--- config.mk ---
export PLATFORM = sky130hd
export DESIGN_NAME = sysid_wait_counter
export DESIGN_NICKNAME = d
export VERILOG_FILES = /design/src/rtl/sysid_wait_counter.sv
export SDC_FILE = /design/constraint.sdc
export NUM_CORES = 1
export LEC_CHECK = 0
export ABC_AREA = 1
export CAP_MARGIN = 40
export CORE_MARGIN = 10
export CORE_UTILIZATION = 53
export CTS_CLUSTER_SIZE = 14
export DETAILED_ROUTE_END_ITERATION = 10
export GPL_ROUTABILITY_DRIVEN = 0
export PLACE_DENSITY_LB_ADDON = 0.3
export SLEW_MARGIN = 5
export SYNTH_ARGS = -nofsm -noshare
export SYNTH_HDL_FRONTEND = slang
export SYNTH_SLANG_ARGS = --single-unit
--- constraint.sdc ---
create_clock -name clock -period 2.5 [get_ports clock]
set_clock_uncertainty 0.1 [all_clocks]
set_input_delay 0.375 -clock clock [delete_from_list [all_inputs] [get_ports clock]]
set_output_delay 0.375 -clock clock [all_outputs]
set_load 0.02 [all_outputs]
--- src/rtl/sysid_wait_counter.sv ---
// Loadable down-counter; tc_o flags that the count has reached the requested
// terminal value.
module sysid_wait_counter #(
    parameter int unsigned W = 32
) (
    input  logic         clock,
    input  logic         reset,
    input  logic         load_i,
    input  logic [W-1:0] load_val_i,
    input  logic [W-1:0] term_i,
    output logic         tc_o
);

    logic [W-1:0] count_q;
    logic [W-1:0] count_d;

    // Next count: load on request, otherwise step down by one.
    always_comb begin
        count_d = count_q;
        if (load_i) begin
            count_d = load_val_i;
        end else begin
            count_d = count_q - {{(W-1){1'b0}}, 1'b1};
        end
    end

    // Count register.
    always_ff @(posedge clock or posedge reset) begin
        if (reset) begin
            count_q <= {W{1'b0}};
        end else begin
            count_q <= count_d;
        end
    end

    assign tc_o = (count_q == term_i);

endmodule

==> flow_summary_export.csv <==
group,metric,value,unit
run_status,status,"complete, no violations",
route,drt_iter0_markers,190,
yosys,yosys_warnings,0,
grt,grt_pass1_wl,12300,um
cells_and_area,layout.cells.non_filler,518,
cts,htreeDepth,2,
flow_run,maxCapViolCount,0,
timing,final-hold-violation-count,0,
cts,cts_root_buf,"clkbuf_8",
cells_and_area,fin_util,71.9,%
pwr,switchingPower,461,uW
critical_path,r2r_start,"count_q[0]",
cts,clock-sinks,32,
grt,grt_overflow,0,
route,ant_nets,0,
yosys,avgSynthCellArea,6.42,sq um
cells_and_area,fillers,405,
cells_and_area,antenna-diode-count,0,
cts,path_clk_slew,60,ps
cells_and_area,reg_top3,"count_q: 32 flops",
grt,grt_max_degree,38,
critical_path,cp_num_buf_inv,3,
die,die_w,89.0,um
yosys,netlist_top_cells_area,"dfrtp_1, nand2_1, nor2_1",
timing,min_period,2330,ps
timing,max_slew_margin,72.4,%
timing,rsz0062_at_grt,"false",
yosys,synth_area,2520,sq um
yosys,synthAdderAreaFrac,0.496,%
timing,worst_pin_slew,413,ps
route,wire_per_inst,14.2,um
timing,finalCritPeriodShare,93.3,%
route,route.detailed.drc,0,
timing,setup_viol,0,
cells_and_area,nets,532,
pwr,p_seq_share,43.8,%
cts,cts.hold.buffers_added,0,
place,place_area,3260,sq um
yosys,synth_compound_area_share,7.49,%
yosys,seq_area_frac_synth,31.8,%
die,io_pins,68,
cells_and_area,largest_register_ffs,32,
timing,timing.hold.ws,373,ps
critical_path,critPathTopFamily,"buffers and inverters",
critical_path,start_kind,"input port",
place,numPortBuffers,67,
critical_path,cp.required,2030,ps
yosys,syn_nets,461,
route,avgViaCountPerCell,5.20,
yosys,yosys.area_share.simple,43.7,%
cts,post_cts_buffers,0,
yosys,yosysTopAreaCellShare,31.8,%
cells_and_area,multi_input_area,1550,sq um
critical_path,critPathArrivalTime,1860,ps
route,vias,2694,
place,hpwl,5880,um
critical_path,worstPathCellList,"clkdlybuf4s50_1, inv_1, nand2_1, nand2_1, nor2_1, nand2_1, nor3_1, nand2_1, nor2_1, dlygate4sd2_1",
critical_path,r2r-end,"count_q[26]",
die,core_area,4660,sq um
place,dp_cells,511,
die,dieArea,7920,sq um
grt,first_global_vias,2699,
cts,cts.path.max_buffers,2,
yosys,ys_ff_latch,32,
timing,tns,0,ps
cells_and_area,area_delta_synth_final,33.0,%
yosys,syn_inst,393,
pwr,combPwrFrac,26.8,%
cells_and_area,layout-drive-gt1-share,8.41,%
yosys,synth_top_family_by_area,"simple AND/OR/NAND/NOR gates",
yosys,synth.area.mux_share,0,%
grt,antenna_found_initial,0,
pwr,p_leak,0.00150,uW
cts,cts_buffers,5,
cells_and_area,seq_area,801,sq um
cells_and_area,regMostFlops,"count_q",
critical_path,critical_path_class,"input port to primary output",
critical_path,critical_path.max_fanout,2,
cts,clkLatencyLatePin,290,ps
critical_path,reg2reg_depth,9,
critical_path,end_kind,"primary output",
timing,fmax,0.429,GHz
cells_and_area,final_area,3350,sq um
cts,cts_resized,1,
min_path,hp-class,"input port to async pin",
yosys,synth_cell_types,28,
pwr,ir_worst_vdd,0.000310,V
yosys,synth_top_area_cell,"dfrtp_1",
yosys,synth_xor_area_share,9.73,%
die,start_util,54.1,%
pwr,internal_power,1020,uW
cts,cts_tree,"yes",
route,drtPass1Iterations,4,
critical_path,critPathMostFrequentCell,"nand2_1",
timing,slew_viol_final,0,
die,fp-row-count,25,
critical_path,ff2ff_setup_slack,550,ps
critical_path,critPathMaxStageDelay,480,ps
pwr,p_clk_share,29.4,%
die,dieHeight,89.0,um
grt,grt_usage,19.7,%
critical_path,slowest_stage,"clkdlybuf4s50_1",
route,wl,7350,um
pwr,powerDensity,441,nW/um^2
pwr,swShare,31.2,%
[worst min-delay path, stage by stage]
cell and delay, ps:
clkdlybuf4s50_1 400, inv_1 50, buf_4 360
[metal layers]
| metal | vias up | wire [um] | share of wire, % | track usage (%) |
|---|---|---|---|---|
| met4 | 0 | 200 | 2.7 | 7.37 |
| li1 | 1375 | - | - | - |
| met1 | 1199 | 3090 | 42 | 23.9 |
| met5 | - | 0 | 0 | 0 |
| met3 | 20 | 556 | 7.6 | 5.38 |
| met2 | 100 | 3500 | 48 | 32.6 |
[cell usage after synthesis, drive strengths merged]
library cell / count
a21oi: 11
a31oi: 4
buf: 3
clkbuf: 3
clkinv: 2
dfrtp: 32
ha: 1
inv: 37
nand2: 133
nand3: 23
nand4: 9
nor2: 83
nor3: 3
o21ai: 12
o21bai: 6
or2: 3
xnor2: 18
xor2: 10
[final cells by class]
type                    instances  share of cell area, %
multi-input cells             316                   46.2
flip-flops and latches         32                   23.9
repair buffers                 70                   20.6
inverters                      39                   4.37
clock buffers                   7                   2.87
well taps                      54                   2.02
[per-stage QoR]
step / worst slack (ps) / total power (uW)
final: 167 / 1480
after global routing: 28.5 / 1560
after CTS: 162 / 1490
after detailed placement: -106 / 1050
after global placement: -83.8 / 1030
after floorplan: 732 / 869
[cells in the final DEF, fill, tap and decap left out]
master           count
buf_4                3
xnor2_1             18
xor2_1              10
or2_1                1
nand3_2              2
inv_1               34
dlygate4sd2_1        1
clkbuf_8             7
a31oi_1              4
nor2_8               1
o21ai_2              1
o21ai_0              6
nor2_2              10
o21bai_1             6
o21ai_1              5
nand2_1            125
nor3_1               3
dfrtp_1             32
inv_2                3
nand2_2              8
nand3_1             21
clkinv_1             2
ha_1                 1
a21oi_1             11
nor2_4               2
nor2_1              70
nand4_1              9
clkdlybuf4s50_1     66
or2_2                2
[cell families after synthesis]
kind of cell,Yosys count
buffers and inverters,45
and+or+nand+nor,254
DFF,32
adders and majority gates,1
AOI/OAI and AO/OA,33
xor gates and xnor gates,28
[worst max-delay path by stage]
| stage | start | to | slack (ps) | depth (start not counted) |
|---|---|---|---|---|
| 2_1_floorplan | count_q[13] | tc_o | 730 | 6 |
| 3_3_place_gp | term_i[15] | tc_o | -80 | 10 |
| 3_5_place_dp | term_i[15] | tc_o | -110 | 10 |
| 4_1_cts | term_i[15] | tc_o | 160 | 10 |
| 5_1_grt | term_i[15] | tc_o | 30 | 10 |
| 6_report | term_i[15] | tc_o | 170 | 10 |
[power groups by stage]
| stage | clock, uW | sequential [uW] | combinational, uW |
|---|---|---|---|
| finish | 435 | 648 | 396 |
| global route | 461 | 656 | 446 |
| CTS | 443 | 645 | 398 |
| detailed placement | 0 | 653 | 395 |
| global placement | 0 | 649 | 382 |
| floorplan | 0 | 631 | 238 |
Power figures use the tool's default switching activity.
